### src/rtl/lsu_dmem_if_pkg.sv
// Shared encodings for the data-side load/store unit: LOADSel codes, FSM states,
// error causes, and the legality/alignment rules used when a request is accepted.
package lsu_dmem_if_pkg;

  localparam logic [3:0] LS_W  = 4'd0;
  localparam logic [3:0] LS_B  = 4'd1;
  localparam logic [3:0] LS_BU = 4'd2;
  localparam logic [3:0] LS_H  = 4'd3;
  localparam logic [3:0] LS_HU = 4'd4;
  localparam logic [3:0] LS_SB = 4'd5;
  localparam logic [3:0] LS_SH = 4'd6;

  localparam logic [1:0] ST_IDLE = 2'd0;
  localparam logic [1:0] ST_BUS  = 2'd1;
  localparam logic [1:0] ST_DONE = 2'd2;

  // Not yet driven onto a port; kept so a cause field can be added without re-encoding.
  typedef enum logic [1:0] {
    ERR_NONE     = 2'd0,
    ERR_MISALIGN = 2'd1,
    ERR_ILLEGAL  = 2'd2,
    ERR_TIMEOUT  = 2'd3
  } err_cause_e;

  function automatic logic is_legal(input logic we, input logic [3:0] sel);
    if (we)
      return (sel == LS_W) || (sel == LS_SB) || (sel == LS_SH);
    else
      return (sel <= LS_HU);
  endfunction

  function automatic logic is_aligned(input logic [3:0] sel, input logic [1:0] off);
    case (sel)
      LS_W:               return (off == 2'b00);
      LS_H, LS_HU, LS_SH: return ~off[0];
      default:            return 1'b1;
    endcase
  endfunction

endpackage

### src/rtl/lsu_lane.sv
// Byte-lane steering: store byte enables and data replication from the live request,
// and load extraction/extension from the latched access and the returned word.
module lsu_lane
  import lsu_dmem_if_pkg::*;
(
  input  logic        we,
  input  logic [3:0]  st_sel,
  input  logic [1:0]  st_off,
  input  logic [31:0] wdata,
  output logic [3:0]  be,
  output logic [31:0] wdata_rep,
  input  logic [3:0]  ld_sel,
  input  logic [1:0]  ld_off,
  input  logic [31:0] rdata_word,
  output logic [31:0] load_data
);

  logic [3:0]  byte_hit;
  logic [7:0]  ld_byte;
  logic [15:0] ld_half;

  genvar gi;
  generate
    for (gi = 0; gi < 4; gi++) begin : g_lane
      assign byte_hit[gi] = (st_off == 2'(gi));
    end
  endgenerate

  always_comb begin
    be        = 4'b0000;
    wdata_rep = wdata;
    if (we) begin
      case (st_sel)
        LS_W:  be = 4'b1111;
        LS_SB: begin
          be        = byte_hit;
          wdata_rep = {4{wdata[7:0]}};
        end
        LS_SH: begin
          be        = st_off[1] ? 4'b1100 : 4'b0011;
          wdata_rep = {2{wdata[15:0]}};
        end
        default: be = 4'b0000;
      endcase
    end
  end

  always_comb begin
    case (ld_off)
      2'd0:    ld_byte = rdata_word[7:0];
      2'd1:    ld_byte = rdata_word[15:8];
      2'd2:    ld_byte = rdata_word[23:16];
      default: ld_byte = rdata_word[31:24];
    endcase
    ld_half = ld_off[1] ? rdata_word[31:16] : rdata_word[15:0];
  end

  always_comb begin
    case (ld_sel)
      LS_W:    load_data = rdata_word;
      LS_B:    load_data = {{24{ld_byte[7]}}, ld_byte};
      LS_BU:   load_data = {24'h0, ld_byte};
      LS_H:    load_data = {{16{ld_half[15]}}, ld_half};
      LS_HU:   load_data = {16'h0, ld_half};
      default: load_data = 32'h0;
    endcase
  end

endmodule

### src/rtl/lsu_dmem_if.sv
// Load/store responder: stalls the core while a single handshaked data-memory access
// runs, then retires it with a one-cycle done pulse carrying the load result or an error.
module lsu_dmem_if
  import lsu_dmem_if_pkg::*;
#(
  parameter int TIMEOUT = 16,
  parameter int TW      = 8
) (
  input  logic        clk,
  input  logic        rst,
  input  logic        req,
  input  logic        we,
  input  logic [3:0]  sel,
  input  logic [31:0] addr,
  input  logic [31:0] wdata,
  output logic        stall,
  output logic        done,
  output logic        err,
  output logic [31:0] rdata,
  output logic        mem_req,
  output logic        mem_we,
  output logic [3:0]  mem_be,
  output logic [29:0] mem_addr,
  output logic [31:0] mem_wdata,
  input  logic        mem_ack,
  input  logic [31:0] mem_rdata
);

  logic [1:0]    state_reg, state_next;
  logic [TW-1:0] timer_reg;
  logic [3:0]    sel_reg;
  logic [1:0]    off_reg;
  logic          err_reg;
  logic [31:0]   rdata_reg;

  logic          access_ok;
  logic          start_bus, finish_ok, finish_err;
  logic [3:0]    lane_be;
  logic [31:0]   lane_wdata;
  logic [31:0]   load_data;

  lsu_lane u_lane (
    .we         (we),
    .st_sel     (sel),
    .st_off     (addr[1:0]),
    .wdata      (wdata),
    .be         (lane_be),
    .wdata_rep  (lane_wdata),
    .ld_sel     (sel_reg),
    .ld_off     (off_reg),
    .rdata_word (mem_rdata),
    .load_data  (load_data)
  );

  assign access_ok = is_legal(we, sel) && is_aligned(sel, addr[1:0]);

  always_comb begin
    state_next = state_reg;
    start_bus  = 1'b0;
    finish_ok  = 1'b0;
    finish_err = 1'b0;
    case (state_reg)
      ST_IDLE: begin
        if (req) begin
          if (access_ok) begin
            state_next = ST_BUS;
            start_bus  = 1'b1;
          end else begin
            state_next = ST_DONE;
            finish_err = 1'b1;
          end
        end
      end
      ST_BUS: begin
        // An ack in the final allowed cycle still completes cleanly.
        if (mem_ack) begin
          state_next = ST_DONE;
          finish_ok  = 1'b1;
        end else if (timer_reg == TW'(TIMEOUT - 1)) begin
          state_next = ST_DONE;
          finish_err = 1'b1;
        end
      end
      ST_DONE: state_next = ST_IDLE;
      default: state_next = ST_IDLE;
    endcase
  end

  always_ff @(posedge clk or posedge rst) begin
    if (rst) begin
      state_reg <= ST_IDLE;
      timer_reg <= '0;
      sel_reg   <= 4'h0;
      off_reg   <= 2'b00;
      err_reg   <= 1'b0;
      rdata_reg <= 32'h0;
      mem_req   <= 1'b0;
      mem_we    <= 1'b0;
      mem_be    <= 4'b0000;
      mem_addr  <= 30'h0;
      mem_wdata <= 32'h0;
    end else begin
      state_reg <= state_next;
      if (state_reg == ST_BUS)
        timer_reg <= timer_reg + TW'(1);
      if (state_reg == ST_DONE)
        err_reg <= 1'b0;
      if (start_bus) begin
        timer_reg <= '0;
        sel_reg   <= sel;
        off_reg   <= addr[1:0];
        mem_req   <= 1'b1;
        mem_we    <= we;
        mem_be    <= lane_be;
        mem_addr  <= addr[31:2];
        mem_wdata <= lane_wdata;
      end
      if (finish_ok) begin
        mem_req   <= 1'b0;
        err_reg   <= 1'b0;
        rdata_reg <= mem_we ? 32'h0 : load_data;
      end
      if (finish_err) begin
        mem_req   <= 1'b0;
        err_reg   <= 1'b1;
        rdata_reg <= 32'h0;
      end
    end
  end

  // Gated by rst so an aborted access releases the pipeline at once.
  assign stall = ~rst & (((state_reg == ST_IDLE) & req) | (state_reg == ST_BUS));
  assign done  = (state_reg == ST_DONE);
  assign err   = err_reg;
  assign rdata = rdata_reg;

endmodule

### config.mk
export PLATFORM = sky130hd
export DESIGN_NAME = lsu_dmem_if
export DESIGN_NICKNAME = d
export VERILOG_FILES = /design/src/rtl/lsu_dmem_if_pkg.sv /design/src/rtl/lsu_lane.sv /design/src/rtl/lsu_dmem_if.sv
export SDC_FILE = /design/constraint.sdc
export NUM_CORES = 1
export LEC_CHECK = 0
export CORE_ASPECT_RATIO = 0.6
export CORE_UTILIZATION = 40
export CTS_CLUSTER_SIZE = 30
export DETAILED_ROUTE_END_ITERATION = 10
export GPL_TIMING_DRIVEN = 0
export PLACE_DENSITY = 0.83
export SLEW_MARGIN = 20
export SYNTH_ARGS = -nofsm -noshare
export SYNTH_HDL_FRONTEND = slang
export SYNTH_SLANG_ARGS = --single-unit
### constraint.sdc
create_clock -name clk -period 6.36 [get_ports clk]
set_input_delay 1.272 -clock clk [delete_from_list [all_inputs] [get_ports clk]]
set_output_delay 1.272 -clock clk [all_outputs]
set_load 0.01 [all_outputs]
==> parameters.txt, run 1 <==
Parameter                              Value

STA
  Max_slew headroom    42.2%
  Max Slew Vio Count    0
  Hold Violations, Final    0
  Tmin final    3.84 ns
  Worst-Margin Slew    between 0.8 and 0.9 ns
  WHS    slightly below 0.5 ns
  Max Clock Freq    between 200 and 300 MHz
  Share of the cycle needed by the critical path after routing    between 60 and 70%
  Setup Viol. Count Final    0
  Setup repair after global routing missed its margin    no
  Worst clock skew    around 0.014 ns
  Setup TNS    0 ns

Clock network
  Clock Tree Root    sky130_fd_sc_hd__clkbuf_16
  Number of gates resized after cts    0
  Max Buffers Root-to-Sink    2
  Clock tree from TritonCTS    built
  Clock sinks    ~120
  Buffers inserted during post-CTS setup optimization    0
  Later-pin clock latency in the skew report    around 0.41 ns
  Count of hold-fix buffers inserted at cts    0
  Total CTS buffers    17
  Clock transition at the registers of the reported paths    approximately 0.05 ns
  Depth of the CTS H-tree    4

Yosys
  Per-instance average area after synthesis    between 10 and 15 µm²
  Mapped Area    a little under 6000 µm²
  Number of enable-type register cells in the synthesized netlist    0
  Commonest cells in the synthesized netlist    117 x sky130_fd_sc_hd__dfrtp_1, 57 x sky130_fd_sc_hd__mux2_2, 55 x sky130_fd_sc_hd__nand2_1
  Number of nets in the synthesized netlist    612
  Synth warn    0
  Ys flop type    sky130_fd_sc_hd__dfrtp_1
  Sequential fraction of the synthesis area    between 50% and 60%
  Gate count of the mapped netlist    ~500
  Top cells by area, synth    sky130_fd_sc_hd__dfrtp_1 51%, sky130_fd_sc_hd__mux2_2 11%, sky130_fd_sc_hd__nand2_1 3.6%
  Post-synth top area cell    sky130_fd_sc_hd__dfrtp_1
  Async S/R FF share, synth    between 90% and 100%
  Unique cell type count in the Yosys netlist    between 50 and 60
  Most common cell in the synthesized netlist    sky130_fd_sc_hd__dfrtp_1
  Area fraction of the dominant cell type after synthesis    between 50% and 60%
  #FFs+latches synth    between 100 and 150

Die
  DIE AREA    between 10000 and 15000 µm²
  # IOs    ~210
  Chip Width    ~160 µm
  # rows    33
  Initial Util    between 40% and 50%
  Std-Cell Core Area    roughly 14000 µm²
  Die extent in y    ~95 µm

Finish
  Multi-input gate area in the final layout    around 2600 µm²
  Diodes inserted    0
  Synth-to-Final Area Change    51.8%
  Fraction of layout cells with a size suffix above 1    between 10% and 20%
  Total number of nets in the final design    around 840
  Flip-flop and latch area    2930 µm²
  FILL cells    1074

GRT
  Global-route wire length before repair    roughly 29 mm
  Vias in the first global route    approximately 5200
  Total congestion overflow    0
  Global router's overall resource usage    around 25%
  Initial antenna violation count    0
  Maximum number of pins on one net before global-route repair    84

Route
  Average wire per standard cell    about 20 µm
  Number of iterations in the first detailed-routing pass    6
  Post-detailed-route DRC marker count    0
  Post-DRT Antenna Nets    0
  Total routed wirelength    18.5 mm
  Detailed-route via count    between 5000 and 6000
  1st-iter DRT viols    approximately 580
  Routed vias/inst    approximately 5.7

Placed design
  Final HPWL DP    around 14 mm
  Final weighted congestion in routability-driven placement    0.881
  Count of buffers from port buffering    206

Worst setup path
  Critical path, cell by cell    clkdlybuf4s50_1, nor2_1, nor3_1, clkdlybuf4s50_1
  Cell family with most CP delay    buffers and inverters
  Start-to-end type of the worst setup path    in2out
  CP Buf/Inv Count    2
  Worst Setup End Kind    output pin
  Required time reported for the critical path endpoint    just over 5 ns
  Biggest fanout along the worst timing path    3
  Reg-to-Reg Start    timer_reg[0]
  Origin of the worst setup path    req
  CP peak stage delay    0.58 ns
  Highest-delay cell along the critical path    sky130_fd_sc_hd__clkdlybuf4s50_1
  Worst Setup Start Kind    primary input
  Data arrival time of the critical path    ~2.6 ns
  Most common cell on crit path    sky130_fd_sc_hd__clkdlybuf4s50_1

Pwr
  Leak    ~0.0036 µW
  Switching power summed over all nets    roughly 950 µW
  Largest voltage drop on the vdd net    0.198 mV
  Internal portion of total power    between 2000 and 2500 µW
  Sequential share of power    around a third
  Portion of total power attributed to the clock network    33.2%
  Ratio of total power to cell area    362 nW/µm²
  Combinational share of power    33.5%
  Switching share of power    roughly 30%

Worst hold path
  Worst min path class    reg2reg
  Worst hold path startpoint    mem_wdata[30]

Flow run
  Number of max-capacitance violations reported    0

Run status
  Status    complete, no violations
-- power groups by stage --
stage                     clock (µW)  sequential, µW  combinational [µW]
after global placement             0            1050                1020
after detailed placement           0            1070                1050
after floorplan                    0            1120                 438
final                           1060            1060                1060
after global routing            1110            1080                1140
after CTS                       1070            1060                1060
-- layout by cell type (no fill, tap or decap), types with 3 or more instances in the layout --
cell                              Yosys  layout
sky130_fd_sc_hd__a21oi_1             34      34
sky130_fd_sc_hd__a21oi_2              9       9
sky130_fd_sc_hd__a221oi_1            16      16
sky130_fd_sc_hd__a222oi_1            16      16
sky130_fd_sc_hd__a22oi_1             24      24
sky130_fd_sc_hd__and2_1               3       3
sky130_fd_sc_hd__buf_1                3       3
sky130_fd_sc_hd__buf_2                7       7
sky130_fd_sc_hd__bufinv_16            0       5
sky130_fd_sc_hd__clkbuf_1            24      25
sky130_fd_sc_hd__clkbuf_16            0      17
sky130_fd_sc_hd__clkdlybuf4s50_1      0     206
sky130_fd_sc_hd__clkinv_4             0       4
sky130_fd_sc_hd__clkinvlp_4           0       3
sky130_fd_sc_hd__dfrtp_1            117     117
sky130_fd_sc_hd__dlygate4sd1_1        5       5
sky130_fd_sc_hd__inv_1                4       3
sky130_fd_sc_hd__inv_6                0       3
sky130_fd_sc_hd__mux2_2              57      57
sky130_fd_sc_hd__mux2i_1              9       9
sky130_fd_sc_hd__mux4_2               9       9
sky130_fd_sc_hd__nand2_1             55      55
sky130_fd_sc_hd__nand2b_1             4       4
sky130_fd_sc_hd__nand3_1              9       9
sky130_fd_sc_hd__nor2_1               8       8
sky130_fd_sc_hd__nor2b_1             11      11
sky130_fd_sc_hd__nor3_1               4       4
sky130_fd_sc_hd__o21ai_0             31      31
sky130_fd_sc_hd__o31ai_1              4       4
sky130_fd_sc_hd__xor2_1               7       7
-- layer usage --
layer  vias up  wire (µm)  part of all wire, %  track usage, %
met1      2617       8010                   43            35.1
met5         -          0                    0               0
met4         0        338                  1.8            9.39
met2       333       8250                   45            38.1
li1       2364          -                    -               -
met3        31       1880                   10            6.41
-- final cells by class --
type | count | area share (%)
clock buffers | 18 | 4.90
multi-input cells | 343 | 29.9
well taps | 192 | 2.74
repair buffers | 207 | 23.8
flip-flops and latches | 117 | 33.4
plain buffers | 42 | 2.44
inverters | 4 | 0.228
clock inverters | 14 | 2.57
-- worst register-to-register path: cells and delay by family (launching register included) --
family	cells	cell delay [ns]
AO/OA/AOI/OAI	2	0.49
adder cells (fa/ha/maj)	1	0.21
buffers and inverters	1	0.53
flip-flops	1	0.38
AND/OR/NAND/NOR	3	1.00
-- logic make-up after synthesis --
family	after synthesis	synth area share [%]
adders and majority gates	1	0.217
xor gates and xnor gates	9	1.37
AOI/OAI and AO/OA	146	17.6
muxes	75	16.2
buffers and inverters	46	3.97
and+or+nand+nor	112	9.90
DFF	117	50.7
-- per-stage QoR --
stage	area, µm²	instances	power [µW]	util (%)	setup slack [ns]
floorplan	5770	506	1560	-	1.99
global placement	8080	904	2070	58.2	0.415
detailed placement	8110	905	2120	58.4	2.22
CTS	8760	937	3190	63.2	2.50
global route	8760	937	3320	63.2	2.38
finish	8760	937	3170	63.2	2.52
-- path summary, 6_finish.rpt --
check,cells after the start,slack [ns],end
max,4,2.52,stall
min,2,0.48,mem_wdata[30]
max reg2reg,7,3.59,rdata[2]
min reg2reg,2,0.48,mem_wdata[30]
max in group asynchronous,3,4.39,rdata[2]
min in group asynchronous,2,1.25,rdata[28]
(Power assumes the default switching activity.)
==> run 2: changes to the inputs <==
==> constraint.sdc (replaced) <==
create_clock -name clk -period 3.55 [get_ports clk]
set_input_delay 0.71 -clock clk [delete_from_list [all_inputs] [get_ports clk]]
set_output_delay 0.71 -clock clk [all_outputs]
set_load 0.01 [all_outputs]
==> parameters.txt, run 2 (synthesized netlist as in run 1, its figures left out) <==
Parameter                              Value

Run status
  Status    complete, no violations

STA
  Hold Violations, Final    0
  Tmin final    approximately 3.2 ns
  Setup Viol. Count Final    0
  Setup repair after global routing missed its margin    no
  WHS    around 0.48 ns
  Max Clock Freq    approximately 310 MHz
  Max_slew headroom    around 45%
  Share of the cycle needed by the critical path after routing    between 90% and 100%
  Worst clock skew    around 0.013 ns
  Max Slew Vio Count    0
  Worst-Margin Slew    just over 0.8 ns

Worst setup path
  Biggest fanout along the worst timing path    10
  CP Buf/Inv Count    4
  Highest-delay cell along the critical path    sky130_fd_sc_hd__o311ai_2
  Critical path, cell by cell    clkdlybuf4s50_1, buf_2, and2_1, a21boi_0, o311ai_2, clkbuf_1, clkbuf_1, nand2_1, o21ai_0
  Most common cell on crit path    sky130_fd_sc_hd__clkbuf_1
  Start-to-end type of the worst setup path    in2reg
  Worst Setup End Kind    flip-flop
  Cell family with most CP delay    buffers and inverters
  Worst Setup Start Kind    primary input
  Required time reported for the critical path endpoint    ~3.9 ns
  Data arrival time of the critical path    3.53 ns
  CP peak stage delay    0.63 ns

Clock network
  Total CTS buffers    17
  Buffers inserted during post-CTS setup optimization    0
  Clock tree from TritonCTS    built
  Clock transition at the registers of the reported paths    around 0.06 ns
  Later-pin clock latency in the skew report    0.41 ns
  Clock Tree Root    sky130_fd_sc_hd__clkbuf_16
  Max Buffers Root-to-Sink    2
  Number of gates resized after cts    0
  Depth of the CTS H-tree    4
  Count of hold-fix buffers inserted at cts    0
  Clock sinks    approximately 120

Placed design
  Count of buffers from port buffering    around 210
  Number of placed instances, taps included    between 900 and 1000
  Final weighted congestion in routability-driven placement    between 0.9 and 1
  Total placed instance area    8160 µm²
  Final HPWL DP    ~14 mm

Pwr
  Ratio of total power to cell area    approximately 640 nW/µm²
  Combinational share of power    around a third
  Sequential share of power    between 30% and 40%
  Leak    roughly 0.0036 µW
  Largest voltage drop on the vdd net    0.366 mV
  Portion of total power attributed to the clock network    about a third
  Internal portion of total power    approximately 3900 µW
  Design Power    about 5600 µW
  Switching power summed over all nets    about 1700 µW
  Switching share of power    between 30 and 40%

Finish
  Fraction of layout cells with a size suffix above 1    between 10% and 20%
  Synth-to-Final Area Change    51.9%
  Flip-flop and latch area    2930 µm²
  Diodes inserted    0
  Utilization after layout    63.2%
  Cell area after layout    8770 µm²
  Multi-input gate area in the final layout    about 2600 µm²
  FILL cells    approximately 1100
  Most frequent cells in the layout    206 x sky130_fd_sc_hd__clkdlybuf4s50_1, 117 x sky130_fd_sc_hd__dfrtp_1, 57 x sky130_fd_sc_hd__mux2_2
  Total number of nets in the final design    841
  Final non-filler cell total    ~940
  Leading cell type in the layout, fill and taps excluded    sky130_fd_sc_hd__clkdlybuf4s50_1

Route
  Detailed-route via count    ~5300
  1st-iter DRT viols    381
  Number of iterations in the first detailed-routing pass    8
  Post-detailed-route DRC marker count    0
  Average wire per standard cell    between 15 and 20 µm
  Routed vias/inst    roughly 5.7
  Total routed wirelength    18.6 mm
  Post-DRT Antenna Nets    0

Die
  # rows    33
  Die extent in y    approximately 95 µm
  DIE AREA    14900 µm²
  Initial Util    approximately two fifths
  Std-Cell Core Area    between 10000 and 15000 µm²
  # IOs    roughly 210
  Chip Width    157 µm

GRT
  Vias in the first global route    between 5000 and 6000
  Total congestion overflow    0
  Initial antenna violation count    0
  Global-route wire length before repair    28.3 mm
  Global router's overall resource usage    around a quarter
  Maximum number of pins on one net before global-route repair    36

Worst hold path
  Worst min path class    reg2reg

Flow run
  Number of max-capacitance violations reported    0
==> run 2: worst paths after layout <==
check	startpoint	endpoint	slack [ns]	cells past startpoint
worst max-delay path	sel[2]	mem_wdata[17]	0.32	9
min in group asynchronous	rst	mem_addr[29]	0.74	3
worst min-delay path	mem_wdata[10]	mem_wdata[10]	0.48	2
worst min register to register	mem_wdata[10]	mem_wdata[10]	0.48	2
worst max register to register	timer_reg[0]	rdata[0]	0.78	7
max in group asynchronous	rst	mem_addr[12]	1.94	6
==> run 2: area by class of cell <==
cell class              count  share of cell area, %
clock buffers              17                   4.85
multi-input cells         343                   29.8
repair buffers            210                   24.4
well taps                 192                   2.74
clock inverters            14                   2.13
flip-flops and latches    117                   33.4
plain buffers              42                   2.44
inverters                   4                  0.214
==> run 2: worst reg2reg max path: cells and delay by family (launching register included) <==
kind	cells	cell delay, ns
AND/OR/NAND/NOR	3	0.97
buffers and inverters	1	0.53
AO/OA/AOI/OAI	2	0.51
flip-flops	1	0.38
adder cells (fa/ha/maj)	1	0.22
==> run 2: metrics by stage <==
step	worst slack (ns)	TNS, ns
after floorplan	1.15	0
after global placement	0.0332	0
after detailed placement	-0.0492	-0.0559
after CTS	0.368	0
after global routing	0.141	0
final	0.322	0
==> run 2: per-layer routing <==
metal	up-vias	part of all wire, %	global-route usage [%]
met2	299	46	38.0
li1	2354	-	-
met5	-	0	0
met3	25	9.7	6.82
met1	2664	44	34.1
met4	0	1.2	10.1
==> run 2: power by group through the flow <==
stage / logic (µW) / registers, µW / clock network [µW]
2_1_floorplan: 784 / 2010 / 0
3_3_place_gp: 1830 / 1880 / 0
4_1_cts: 1900 / 1890 / 1810
5_1_grt: 2040 / 1930 / 1870
6_report: 1910 / 1890 / 1780
3_5_place_dp: 1890 / 1910 / 0
==> run 3: changes to the inputs <==
--- a/config.mk
+++ b/config.mk
@@ -10,8 +10,9 @@
 export CTS_CLUSTER_SIZE = 30
 export DETAILED_ROUTE_END_ITERATION = 10
 export GPL_TIMING_DRIVEN = 0
-export PLACE_DENSITY = 0.83
+export PLACE_DENSITY = 0.81
 export SLEW_MARGIN = 20
 export SYNTH_ARGS = -nofsm -noshare
 export SYNTH_HDL_FRONTEND = slang
+export SYNTH_HIERARCHICAL = 1
 export SYNTH_SLANG_ARGS = --single-unit
==> parameters.txt, run 3 <==
Parameter                              Value

Worst setup path
  Biggest fanout along the worst timing path    10
  Required time reported for the critical path endpoint    about 3.8 ns
  CP Buf/Inv Count    4
  R2r setup slk    between 1 and 1.5 ns
  Cell family with most CP delay    buffers and inverters
  Worst Setup Start Kind    primary input
  CP peak stage delay    0.53 ns
  Worst Setup End Kind    flip-flop
  Most common cell on crit path    sky130_fd_sc_hd__buf_2
  Start-to-end type of the worst setup path    in2reg
  Highest-delay cell along the critical path    sky130_fd_sc_hd__clkdlybuf4s50_1
  Critical path, cell by cell    clkdlybuf4s50_1, buf_2, and4bb_2, buf_2, o21ai_4, buf_4, mux2_2, mux2_4
  Reg-to-Reg Start    sel_reg[0]
  Origin of the worst setup path    sel[2]
  Data arrival time of the critical path    about 3.1 ns

Clock network
  Later-pin clock latency in the skew report    0.41 ns
  Clock sinks    117
  Clock tree from TritonCTS    built
  Clock transition at the registers of the reported paths    roughly 0.07 ns
  Total CTS buffers    17
  Depth of the CTS H-tree    4
  Number of gates resized after cts    0
  Clock Tree Root    sky130_fd_sc_hd__clkbuf_16
  Max Buffers Root-to-Sink    2
  Buffers inserted during post-CTS setup optimization    0
  Count of hold-fix buffers inserted at cts    0

Yosys
  Mapped Area    6590 µm²
  Async S/R FF share, synth    100%
  Number of enable-type register cells in the synthesized netlist    0
  Post-synth top area cell    sky130_fd_sc_hd__dfrtp_1
  #FFs+latches synth    ~120
  Gate count of the mapped netlist    541
  Commonest cells in the synthesized netlist    117 x sky130_fd_sc_hd__dfrtp_1, 58 x sky130_fd_sc_hd__mux2_4, 41 x sky130_fd_sc_hd__mux2_2
  Most common cell in the synthesized netlist    sky130_fd_sc_hd__dfrtp_1
  Ys flop type    sky130_fd_sc_hd__dfrtp_1
  Sequential fraction of the synthesis area    between 40% and 50%
  Unique cell type count in the Yosys netlist    55
  Synth warn    6
  Top cells by area, synth    sky130_fd_sc_hd__dfrtp_1 44%, sky130_fd_sc_hd__mux2_4 13%, sky130_fd_sc_hd__mux2_2 7.0%
  Number of nets in the synthesized netlist    between 600 and 700
  Per-instance average area after synthesis    approximately 12 µm²
  Area fraction of the dominant cell type after synthesis    between 40 and 50%

STA
  Max_slew headroom    about 53%
  Share of the cycle needed by the critical path after routing    78.8%
  WHS    0.506 ns
  Setup TNS    0 ns
  Worst clock skew    0.0167 ns
  Tmin final    2.80 ns
  Max Slew Vio Count    0
  Hold Violations, Final    0
  Max Clock Freq    357 MHz
  Setup repair after global routing missed its margin    no
  Worst-Margin Slew    0.710 ns
  Setup Viol. Count Final    0

GRT
  Vias in the first global route    about 5400
  Global-route wire length before repair    between 30 and 40 mm
  Total congestion overflow    0
  Global router's overall resource usage    a little under a quarter
  Maximum number of pins on one net before global-route repair    31
  Initial antenna violation count    0

Die
  Std-Cell Core Area    roughly 16000 µm²
  DIE AREA    between 15000 and 20000 µm²
  Die extent in y    around 100 µm
  Initial Util    between 40% and 50%
  # rows    35
  # IOs    between 200 and 250
  Chip Width    about 170 µm

Route
  Number of iterations in the first detailed-routing pass    5
  Total routed wirelength    19.5 mm
  Post-DRT Antenna Nets    0
  1st-iter DRT viols    422
  Detailed-route via count    5435
  Post-detailed-route DRC marker count    0
  Routed vias/inst    between 5 and 6
  Average wire per standard cell    just under 20 µm

Placed design
  Final weighted congestion in routability-driven placement    roughly 0.93
  Count of buffers from port buffering    207
  Number of placed instances, taps included    about 960
  Final HPWL DP    between 10 and 15 mm

Pwr
  Largest voltage drop on the vdd net    between 0.3 and 0.4 mV
  Design Power    roughly 6600 µW
  Ratio of total power to cell area    about 690 nW/µm²
  Leak    approximately 0.0042 µW

Run status
  Status    complete, no violations

Finish
  Utilization after layout    between 60% and 70%
  Diodes inserted    0
  Synth-to-Final Area Change    45.9%
  Fraction of layout cells with a size suffix above 1    between 20% and 30%
  Total number of nets in the final design    between 800 and 900
  Most frequent cells in the layout    207 x sky130_fd_sc_hd__clkdlybuf4s50_1, 117 x sky130_fd_sc_hd__dfrtp_1, 58 x sky130_fd_sc_hd__mux2_4
  Leading cell type in the layout, fill and taps excluded    sky130_fd_sc_hd__clkdlybuf4s50_1
  Final non-filler cell total    roughly 990

Worst hold path
  Worst hold path startpoint    mem_addr[4]
  Worst min path class    reg2reg

Flow run
  Number of max-capacitance violations reported    0
## run 3: cell types whose count changed in the layout (fill, tap and decap cells not counted), moves of 16 or more
cell,delta
sky130_fd_sc_hd__nor3b_1,+33
sky130_fd_sc_hd__a222oi_1,-16
sky130_fd_sc_hd__nor3_1,+31
sky130_fd_sc_hd__mux2_2,-16
sky130_fd_sc_hd__a221oi_1,-16
sky130_fd_sc_hd__a22oi_1,-24
sky130_fd_sc_hd__mux2_4,+58
sky130_fd_sc_hd__a22o_1,+16
sky130_fd_sc_hd__nand2_1,-33
## run 3: routing by layer
layer | vias to the layer above | track usage (%) | share of wire, % | wire (µm)
met1 | 2719 | 34.2 | 49 | 9590
li1 | 2486 | - | - | -
met3 | 12 | 6.14 | 6.6 | 1280
met2 | 218 | 33.3 | 43 | 8440
met4 | 0 | 4.94 | 0.76 | 147
met5 | - | 0 | 0 | 0
## run 3: worst reg2reg max path, delay by kind of cell, from the launching register on
family	cells	cell delay, ns
buf+inv	1	0.42
compound gates	3	0.36
simple gates	3	1.02
flops	1	0.51
## run 3: cells by family (layout without fill, tap and decap cells)
kind of cell	Yosys count	after routing	share of synthesized area [%]
xor gates and xnor gates	9	9	1.20
muxes	115	115	24.6
and+or+nand+nor	141	141	13.0
adders and majority gates	1	1	0.190
AOI/OAI and AO/OA	105	105	10.8
DFF	117	117	44.4
buffers and inverters	53	296	5.77
## run 3: report_power, final
part	internal (µW)	switching [µW]	total (µW)
registers	1740	279	2020
clock network	1070	735	1810
logic	1640	1150	2790
## run 3: metrics by stage
stage	instance area (µm²)	setup slack, ns
4_1_cts	9620	0.780
3_5_place_dp	9010	0.346
6_report	9620	0.753
5_1_grt	9620	0.686
2_1_floorplan	6600	1.20
3_3_place_gp	8920	0.239
## run 3: final cells by class
type	instances	area, µm²
Inverter	1	7.51
Sequential cell	117	2930
Clock buffer	17	425
Fill cell	1251	6100
Tap cell	203	254
Timing Repair Buffer	211	2160
Multi-Input combinational cell	371	3280
Buffer	52	377
Clock inverter	15	184
## run 3: path summary, 6_finish.rpt
kind                            endpoint  depth (start not counted)
max                        mem_wdata[22]                          8
min                          mem_addr[4]                          1
max reg2reg                     rdata[4]                          7
min reg2reg                  mem_addr[4]                          1
max in group asynchronous  mem_wdata[17]                          5
min in group asynchronous    mem_addr[7]                          2
